**src/rtl/apu_pkg.sv**
```systemverilog
// apu_pkg: shared sweep FSM state type and constants for the APU channel-1 sweep
package apu_pkg;

    typedef enum logic [1:0] {IDLE, LOAD, SHIFT, ADD} sweep_state_t;

    localparam logic [10:0] FREQ_MAX          = 11'h7FF;
    localparam logic [3:0]  SWEEP_PERIOD_ZERO = 4'd8;

endpackage

```
**src/rtl/ch1_sweep_shifter.sv**
```systemverilog
// ch1_sweep_shifter: operand register that shifts right once per cycle while a shift count runs down
module ch1_sweep_shifter #(
    parameter int W  = 11,
    parameter int CW = 3
) (
    input  logic          dyfa_1mhz,
    input  logic          napu_reset,
    input  logic          load,
    input  logic          shift_en,
    input  logic [W-1:0]  load_val,
    input  logic [CW-1:0] load_cnt,
    output logic [W-1:0]  operand,
    output logic          done
);

    logic [CW-1:0] count;

    // Load operand and count together; each shift halves the operand and consumes one count
    always_ff @(posedge dyfa_1mhz) begin
        if (!napu_reset) begin
            operand <= '0;
            count   <= '0;
        end else if (load) begin
            operand <= load_val;
            count   <= load_cnt;
        end else if (shift_en) begin
            operand <= operand >> 1;
            count   <= count - 1'b1;
        end
    end

    // The shift happening this cycle is the final one
    assign done = (count <= CW'(1));

endmodule

```
**src/rtl/ch1_sweep.sv**
```systemverilog
// ch1_sweep: channel-1 frequency sweep with shadow register, serial shift/add and overflow kill
module ch1_sweep
    import apu_pkg::*;
#(
    parameter int FREQ_W   = 11,
    parameter int SHIFT_W  = 3,
    parameter int PERIOD_W = 3
) (
    input  logic                        dyfa_1mhz,
    input  logic                        napu_reset,
    input  logic [PERIOD_W+SHIFT_W:0]   nff10,
    input  logic [7:0]                  d,
    input  logic                        ff13_wr,
    input  logic                        ff14_wr,
    input  logic                        ch1_restart,
    input  logic                        sweep_tick,
    output logic [FREQ_W-1:0]           acc_d,
    output logic                        freq_upd,
    output logic                        ch1_off,
    output logic                        sweep_busy
);

    localparam int TW = PERIOD_W + 1;

    sweep_state_t state, state_nx;

    logic [FREQ_W-1:0]   shadow;
    logic [FREQ_W-1:0]   operand;
    logic [FREQ_W:0]     sum;
    logic [TW-1:0]       timer, timer_dec, reload;
    logic [PERIOD_W-1:0] period;
    logic [SHIFT_W-1:0]  shift;
    logic                negate, neg_q, neg_used, enable, wb;
    logic                sh_done, tick_fire, tick_start, overflow, do_wb, quirk;

    // NR10 fields arrive inverted and are used live
    assign period = ~nff10[PERIOD_W+SHIFT_W:SHIFT_W+1];
    assign negate = ~nff10[SHIFT_W];
    assign shift  = ~nff10[SHIFT_W-1:0];

    assign reload     = (period == '0) ? TW'(SWEEP_PERIOD_ZERO) : TW'(period);
    assign timer_dec  = timer - 1'b1;
    assign tick_fire  = sweep_tick && (timer != '0) && (timer_dec == '0);
    assign tick_start = tick_fire && enable && (period != '0) && (state == IDLE);

    assign sum      = negate ? ({1'b0, shadow} - {1'b0, operand}) : ({1'b0, shadow} + {1'b0, operand});
    assign overflow = sum > {1'b0, FREQ_W'(FREQ_MAX)};
    assign do_wb    = (state == ADD) && !overflow && wb && (shift != '0) && !ch1_restart;
    assign quirk    = neg_used && neg_q && !negate;

    assign sweep_busy = (state != IDLE);

    ch1_sweep_shifter #(.W(FREQ_W), .CW(SHIFT_W)) u_shifter (
        .dyfa_1mhz  (dyfa_1mhz),
        .napu_reset (napu_reset),
        .load       (state == LOAD),
        .shift_en   (state == SHIFT),
        .load_val   (shadow),
        .load_cnt   (shift),
        .operand    (operand),
        .done       (sh_done)
    );

    // Next state: a trigger overrides everything; a writeback pass is followed by one check-only pass
    always_comb begin
        state_nx = state;
        if (ch1_restart)
            state_nx = (shift != '0) ? LOAD : IDLE;
        else if (state == IDLE)
            state_nx = tick_start ? LOAD : IDLE;
        else if (state == LOAD)
            state_nx = (shift != '0) ? SHIFT : ADD;
        else if (state == SHIFT)
            state_nx = sh_done ? ADD : SHIFT;
        else
            state_nx = do_wb ? LOAD : IDLE;
    end

    // Sweep state, frequency register, timer and one-cycle output pulses
    always_ff @(posedge dyfa_1mhz) begin
        if (!napu_reset) begin
            state    <= IDLE;
            acc_d    <= '0;
            shadow   <= '0;
            timer    <= '0;
            enable   <= 1'b0;
            neg_used <= 1'b0;
            neg_q    <= 1'b0;
            wb       <= 1'b0;
            freq_upd <= 1'b0;
            ch1_off  <= 1'b0;
        end else begin
            state    <= state_nx;
            neg_q    <= negate;
            freq_upd <= do_wb;
            ch1_off  <= (!ch1_restart && state == ADD && overflow) || quirk;
            if (do_wb) begin
                acc_d <= sum[FREQ_W-1:0];
            end else begin
                if (ff13_wr) acc_d[7:0] <= d;
                if (ff14_wr) acc_d[FREQ_W-1:8] <= d[FREQ_W-9:0];
            end
            if (ch1_restart) begin
                shadow   <= acc_d;
                timer    <= reload;
                enable   <= (period != '0) || (shift != '0);
                neg_used <= 1'b0;
                wb       <= 1'b0;
            end else begin
                if (sweep_tick && timer != '0) timer <= (timer_dec == '0) ? reload : timer_dec;
                if (tick_start) wb <= 1'b1;
                else if (state == ADD) wb <= 1'b0;
                if (do_wb) shadow <= sum[FREQ_W-1:0];
                if (state == ADD && negate) neg_used <= 1'b1;
                if ((state == ADD && overflow) || quirk) enable <= 1'b0;
            end
        end
    end

endmodule

```
**config.mk**
```make
export PLATFORM = sky130hd
export DESIGN_NAME = ch1_sweep
export DESIGN_NICKNAME = d
export VERILOG_FILES = /design/src/rtl/apu_pkg.sv /design/src/rtl/ch1_sweep_shifter.sv /design/src/rtl/ch1_sweep.sv
export SDC_FILE = /design/constraint.sdc
export NUM_CORES = 1
export LEC_CHECK = 0
export CORE_UTILIZATION = 45
export CTS_CLUSTER_SIZE = 20
export DETAILED_ROUTE_END_ITERATION = 7
export MAX_ROUTING_LAYER = met4
export PLACE_DENSITY = 0.66
export SLEW_MARGIN = 10
export SYNTH_ARGS = -nofsm -noshare
export SYNTH_HDL_FRONTEND = slang
export SYNTH_SLANG_ARGS = --single-unit
```
**constraint.sdc**
```tcl
create_clock -name dyfa_1mhz -period 7.1 [get_ports dyfa_1mhz]
set_clock_uncertainty 0.05 [all_clocks]
set_input_delay 1.065 -clock dyfa_1mhz [delete_from_list [all_inputs] [get_ports dyfa_1mhz]]
set_output_delay 1.065 -clock dyfa_1mhz [all_outputs]
set_load 0.02 [all_outputs]
```
Word level (Yosys, flattened, before mapping)
Index checks and enable logic that the tools add are counted.
W data, S select, Z words.

word-level totals
  bits of input ports = 21
  bits in registers = 48
  bits in read-only memories = 0
  latch bits = 0
  RAM bits = 0
  memories kept = 0
  output and inout bits = 14

operators by class
  order comparisons = 2
  mux-type cells = 27
  $add $sub $neg = 4
  equal/unequal tests = 3
  $mul = 0
  shift-type cells = 0
  reductions and logical operators = 35
  div/mod/pow operators = 0
  bitwise logic cells = 4

operators with widths
  cell                    count
  $mux W11                5
  $mux W4                 4
  $reduce_bool A2 Y1      8
  $logic_and A1 B1 Y1     15
  $add A11 B11 Y12        1
  $gt A12 B11 Y1 const B  1
  $mux W12                1
  $sub A11 B11 Y12        1
  $mux W1                 9
  $mux W3                 3
  $mux W2                 4
  $mux W8                 1
  $not A3 Y3              2
  $reduce_bool A3 Y1      2
  $eq A2 B2 Y1 const B    2
  $logic_not A4 Y1        1
  $reduce_bool A4 Y1      1
  $sub A4 B1 Y4 const B   1
  $le A3 B1 Y1 const B    1
  $logic_not A3 Y1        1
  $logic_or A1 B1 Y1      3
  $sub A3 B1 Y3 const B   1
  $eq A2 B1 Y1 const B    1
  $logic_not A1 Y1        2
  other kinds (3)         4

Longest topological paths before layout
  depth after elaboration = 13
  depth in mapped cells = 15

Modules after synthesis
Synthesis repeated with hierarchy kept, for this count alone.

second synthesis, totals
  cells, all modules = 377
  area total of the unflattened synthesis = 3333.2 um^2

modules (own cells, without submodules)
  module             area each (um^2)  times used  cells an instance
  ch1_sweep          2600.0            1           307
  ch1_sweep_shifter  733.2             1           70

Least setup slack after synthesis
No wires, ideal clock.

  path kind = input-to-reg
  start = input port nff10[3]
  end = register acc_d[6]
  data arrival time = 3.740 ns
  stages = 12
  path slack = 3.223 ns
  data required time = 6.963 ns
  path buffers = 3
  path through = clkbuf_1 a31oi_1 xor2_1 ha_1 and3_4 a221o_1 a21o_1 a41oi_4 mux2_2 buf_6 buf_6 a221oi_2

between the ends
  word-level cells in the longest chain between the ends = 8

ends and longest elaborated chain
  what                                                   RTL line          RTL
  start, declared                                        ch1_sweep.sv:11   input logic [PERIOD_W+SHIFT_W:0] nff10,
  $mux W12 *                                             ch1_sweep.sv:46   assign sum = negate ? ({1'b0, shadow} - {1'b0, operand}) : ({1'b0, shadow} + {1'b0, operand});
  $gt A12 B11 Y1                                         ch1_sweep.sv:47   assign overflow = sum > {1'b0, FREQ_W'(FREQ_MAX)};
  $logic_not A1 Y1                                       ch1_sweep.sv:48   assign do_wb = (state == ADD) && !overflow && wb && (shift != '0) && !ch1_restart;
  $logic_and A1 B1 Y1 (4 in series)                      ch1_sweep.sv:48
  $mux W11 / $reduce_bool A2 Y1 (equally long branches)  --
  end signal, assigned                                   ch1_sweep.sv:98   acc_d <= sum[FREQ_W-1:0];
  end signal, assigned by index                          ch1_sweep.sv:101  if (ff14_wr) acc_d[FREQ_W-1:8] <= d[FREQ_W-9:0];
  end, declared                                          ch1_sweep.sv:17   output logic [FREQ_W-1:0] acc_d,

Mark *: on every way between the ends. The rest lies on a longest branch, timed or not.
A chain may end at the register's enable or synchronous reset.

Worst setup path after layout
  start = input port nff10[3]
  end = register acc_d[5]

Same word-level chain as after synthesis.

==> flow_summary_export.csv <==
group,metric,value,unit
status,status,"completed",
power,leakagePower,1.46,nW
placed_design,place_area,3510,um2
worst_setup_path,cp.arrival,4850,ps
worst_setup_path,path_class,"in2reg",
placed_design,io_buffers,34,
timing,setup_viol,0,
worst_setup_path,path_cells,"clkdlybuf4s50_1 > mux2_2 > ha_1 > a21o_1 > a21oi_1 > o21ai_0 > a41oi_4 > mux2_2 > nand2_1 > a221oi_2",
placed_design,gp_congestion,0.865,
synth,syn_area_per_cell,8.69,um2
synth,syn-num-nets,407,
timing,rsz0062_at_grt,"no",
cells_and_area,fin_cells,467,
synth,ys_types,55,
worst_setup_path,slowest_stage,"clkdlybuf4s50_1",
route,drt_iter0_drc,86,
placed_design,hpwl,5.55,mm
synth,ys_seq_area_share,30.5,%
floorplanning,dieArea,7330,um2
worst_setup_path,crit_path_frequent_cell,"mux2_2",
placed_design,dpl.cell_count,459,
timing,tns,0,ps
worst_setup_path,crit_fanout,20,
power,power.switching,0.250,mW
global_routing,grt_max_degree,31,
route,postRouteAntennaNets,0,
worst_setup_path,max_stage_delay,770,ps
route,wl_per_cell,16.1,um
synth,synth_flop_cell,"dfxtp_1",
power,clock_power_share,31.1,%
worst_setup_path,crit_buf_inv,1,
synth,netlist.top_cell.by_area,"dfxtp_1",
synth,synth_most_common_cell,"dfxtp_1",
cts,clk_pin_slew,90,ps
timing,min_period,4680,ps
cells_and_area,nets,431,
route,vias,2654,
power,comb_power_share,29.6,%
route,wl,7.54,mm
cts,post_cts_buffers,0,
timing,finalHoldViolations,0,
cells_and_area,postLayoutCellArea,3650,um2
synth,synthArstFlopShare,0,%
cells_and_area,antenna-diode-count,0,
worst_setup_path,end_kind,"flip-flop",
synth,yosys-top-cells-count,"dfxtp_1 (48), nor2_1 (36), mux2i_1 (32)",
cts,clock_path_buffers,2,
synth,yosys.area.top_type_share,30.5,%
cts,clock_latency,320,ps
synth,synth_area,3150,um2
timing,fmax,0.214,GHz
floorplanning,die_height,85.6,um
timing,worst_pin_slew,945,ps
cts,cts-root-buf,"clkbuf_8",
cts,cts_tree,"yes",
floorplanning,start_util,46.6,%
cts,cts-hold-fix-buffers,0,
worst_hold_path,hold_class,"reg2reg",
cells_and_area,area_delta_synth_final,16.0,%
route,dr.pass1.iters,4,
synth,syn_inst,362,
synth,synth-edff-count,0,
cts,cts_sinks,48,
power,swShare,32.0,%
route,drt-vias-per-instance,5.68,
timing,drv_slew,0,
worst_setup_path,cp_data_required_time,7280,ps
global_routing,grtUsageTotal,22.6,%
worst_setup_path,start_kind,"input pin",
power,ir_worst_vdd,108,uV
cts,cts_htree_levels,2,
floorplanning,core-area,6760,um2
floorplanning,die_w,85.6,um
route,drc_errors,0,
floorplanning,rows,30,
power,power_frac_seq,39.2,%
cts,cts_resized,0,
timing,fin_hold_ws,430,ps
power,power.density,214,nW/um2
cells_and_area,drive_gt1_share,8.01,%
global_routing,antenna_found_initial,0,
worst_setup_path,crit_family,"compound AO/OA/AOI/OAI gates",
global_routing,gr-total-overflow,0,
timing,max-slew-margin-rel,37.0,%
synth,ys_warn_count,0,
synth,ys_top_cells_by_area,"dfxtp_1 (31%), mux2i_1 (10%), ha_1 (9.1%), nor2_1 (4.3%), a21oi_1 (4.1%)",
synth,ys_seq_elements,48,
floorplanning,num_io_pins,35,
cts,cts_inserted_buffers,5,
power,intPower,0.530,mW
global_routing,grt_pass1_vias,2532,
timing,fin_crit_sh,65.9,%
cells_and_area,postLayoutCoreUtil,54.0,%
global_routing,grt_pass1_wl,12.5,mm
run,max_cap_violations,0,
## worst reg2reg max path, stage by stage, from the launching register on
cell and delay (ps):
dfxtp_1 390, or4_4 590, nor2_4 140, a31oi_1 110
xor2_1 180, ha_1 360, and3_4 230, a221o_1 350
a21o_1 200, a41oi_4 250, mux2_2 540, nand2_1 360
a221oi_2 340
## routing by layer
metal | up-vias | part of all wire [%] | routed length, um | GRT usage (%)
li1 | 1359 | - | - | -
met1 | 1243 | 48 | 3650 | 28.9
met2 | 47 | 47 | 3530 | 37.2
met3 | 5 | 3.6 | 271 | 4.04
met4 | 0 | 1.2 | 87 | 5.45
met5 | - | 0 | 0 | -
## registers in the layout (all words and copies together), names as in the netlist
register and flops:
ch1_off 1, acc_d 11, u_shifter.count 3, wb 1, timer 4, neg_q 1, state 2, shadow 11
enable 1, u_shifter.operand 11, freq_upd 1, neg_used 1
## power by group through the flow
stage	Clock [mW]	Sequential, mW	Combinational (mW)
after global routing	0.259	0.309	0.258
after CTS	0.248	0.306	0.232
after global placement	0	0.312	0.228
after floorplan	0	0.311	0.167
after detailed placement	0	0.312	0.230
final	0.243	0.306	0.231
## cells in the final DEF, fill, tap and decap left out, types with 3 or more instances in the layout
cell / Yosys / final
ha_1: 23 / 23
nor4_1: 3 / 3
nor3_1: 8 / 8
mux2i_1: 32 / 32
nand3_1: 13 / 13
o211ai_1: 3 / 3
clkbuf_8: 0 / 5
xnor2_1: 8 / 8
nor2_1: 36 / 36
a221oi_2: 6 / 6
a21o_1: 6 / 6
clkdlybuf4s50_1: 0 / 34
a31oi_1: 5 / 5
o21ai_0: 18 / 18
a211oi_1: 14 / 14
xor2_1: 10 / 10
a21oi_1: 26 / 26
o31ai_1: 3 / 3
inv_1: 24 / 24
nand2_1: 16 / 16
dfxtp_1: 48 / 48
## area by class of cell
cell class	instances	area, um2
sequential	48	961
multi-input combinational	272	2010
fill	659	3110
clock buffer	5	68.8
clock inverter	3	68.8
timing repair buffer	35	348
inverter	24	90.1
tap	80	100
## path summary, 6_finish.rpt
| path | startpoint | slack, ps | endpoint | cells past startpoint |
|---|---|---|---|---|
| setup / recovery | nff10[3] | 2420 | acc_d[5]$_SDFFE_PN0P_ | 10 |
| setup reg to reg | u_shifter.operand[2]$_SDFFE_PN0P_ | 2910 | acc_d[5]$_SDFFE_PN0P_ | 12 |
| hold / removal | neg_used$_SDFFE_PP0P_ | 430 | neg_used$_SDFFE_PP0P_ | 2 |
| hold reg to reg | neg_used$_SDFFE_PP0P_ | 430 | neg_used$_SDFFE_PP0P_ | 2 |
## logic make-up after synthesis
kind of cell	count (synthesis)	share of synthesized area (%)
adders and majority gates	24	9.78
xor gates and xnor gates	18	5.01
muxes	35	11.3
buffers and inverters	42	5.49
AOI/OAI and AO/OA	94	21.4
and+or+nand+nor	101	16.5
DFF	48	30.5
## through the flow
stage | power (mW) | setup slack [ps]
floorplan | 0.477 | 3220
global placement | 0.540 | 2160
detailed placement | 0.542 | 2070
CTS | 0.786 | 2400
global route | 0.826 | 2130
finish | 0.780 | 2420
(Power assumes the default switching activity.)
==> patch, RTL diff (same settings) <==
Encoding of `sweep_state_t`: now Gray code (2 bits for 4 states).
--- a/src/rtl/apu_pkg.sv
+++ b/src/rtl/apu_pkg.sv
@@ -3,3 +3,3 @@
 
-    typedef enum logic [1:0] {IDLE, LOAD, SHIFT, ADD} sweep_state_t;
+    typedef enum logic [1:0] {IDLE = 2'b00, LOAD = 2'b01, SHIFT = 2'b11, ADD = 2'b10} sweep_state_t;
 
Function: no difference found for any inputs over 4 cycles, from zero or initial values and one cycle with napu_reset low; so few cycles prove little.
==> patch against the original RTL <==
Largest cell class unchanged; routed wire length fell by 1.3%; sequential cell count did not move; cell count fell by 0.21%; sequential power rose by 2%; via count rose by 2.1%; synthesized area fell by 1.3%; cell area fell by 2.3%; worst setup slack improved by 0.018 ns; total power fell by 8.0%; non-clock buffer count fell by 1; critical endpoint is now acc_d[6]; clock power fell by 13%.
==> patch: results (changes against the original RTL) <==
metric	value	unit	change
fin area	3560	um2	-2.3%
Hold EP	wb		
Post-Layout Cell Count	466		-0.21%
total track usage	0.220		-0.00673
Placed Instances	458		-0.22%
sequential share of the synthesized area	0.309		+0.00394
DRT Wirelength	7440	um	-1.3%
worst hold margin	0.435	ns	+0.00528 ns
Relative slew margins	0.264		-0.106
Placer Congestion	0.959		+11%
RR Endpoint	acc_d[6]		
setup slack, reg-to-reg	2.98	ns	+0.07 ns
leakage	0.00139	uW	-5.0%
Cells after Synth	369		+1.9%
status	finished, final reports clean		
share of cells above drive strength 1	0.0720		-0.00812
initial detailed-routing violation count	104		+21%
Area contributors post-synth	dfxtp_1 31%, mux2i_1 7.7%, ha_1 7.7%, a211oi_1 5.6%, nor2_1 4.5%		
setup slack after placement	2.17	ns	+0.0959 ns
Largest stage delay, worst path	0.74	ns	-0.03 ns
Syn Nets	410		+0.74%
DP Area	3450	um2	-1.8%
DR vias	2709		+2.1%
Fillers	627		-4.9%
hold path start	wb		
CP max FO	14		-30%
dpl hpwl	5460	um	-1.7%
Arr. time, crit path	4.77	ns	-0.08 ns
vias in the first global route	2495		-1.5%
Synth top cells by count	48 x dfxtp_1, 37 x nor2_1, 26 x a21oi_1		
==> patch: where the power goes <==
group	internal [uW]	switching, uW
Combinational	87.6	106
Clock	106	105
Sequential	287	26.0
Total	480	237
==> patch: area by class of cell <==
class | count | area share
clock inverter | 3 | 0.0130
clock buffer | 5 | 0.0193
multi-input combinational | 279 | 0.555
sequential | 48 | 0.270
inverter | 20 | 0.0211
tap | 77 | 0.0270
timing repair buffer | 34 | 0.0955
==> patch: worst max path at each step <==
stage,from,end,slack [ns],cells after the start
floorplan,nff10[3],shadow[7],3.38,11
global placement,nff10[3],acc_d[7],2.27,10
detailed placement,nff10[3],acc_d[6],2.17,10
CTS,nff10[3],acc_d[6],2.48,10
global route,nff10[3],acc_d[6],2.20,10
finish,nff10[3],acc_d[6],2.44,10
==> patch: cells by family after synthesis <==
kind of cell,share of synthesized area
AOI/OAI and AO/OA,0.239
DFF,0.309
muxes,0.0810
xor gates and xnor gates,0.0536
adders and majority gates,0.0830
and+or+nand+nor,0.180
buffers and inverters,0.0544
==> patch: per-layer routing <==
| layer | wire length (um) | global-route usage | vias up | share of wire |
|---|---|---|---|---|
| met1 | 3870 | 0.311 | 1270 | 0.52 |
| met3 | 227 | 0.0350 | 4 | 0.031 |
| met4 | 46 | 0.0462 | 0 | 0.0062 |
| met5 | 0 | - | - | 0 |
| li1 | - | - | 1389 | - |
| met2 | 3290 | 0.330 | 46 | 0.44 |
==> patch: tightest hold or removal path: cells and delay by family (launching register included) <==
family / cells / cell delay, ns
DFF: 1 / 0.34
and+or+nand+nor: 1 / 0.06
AOI/OAI and AO/OA: 1 / 0.05
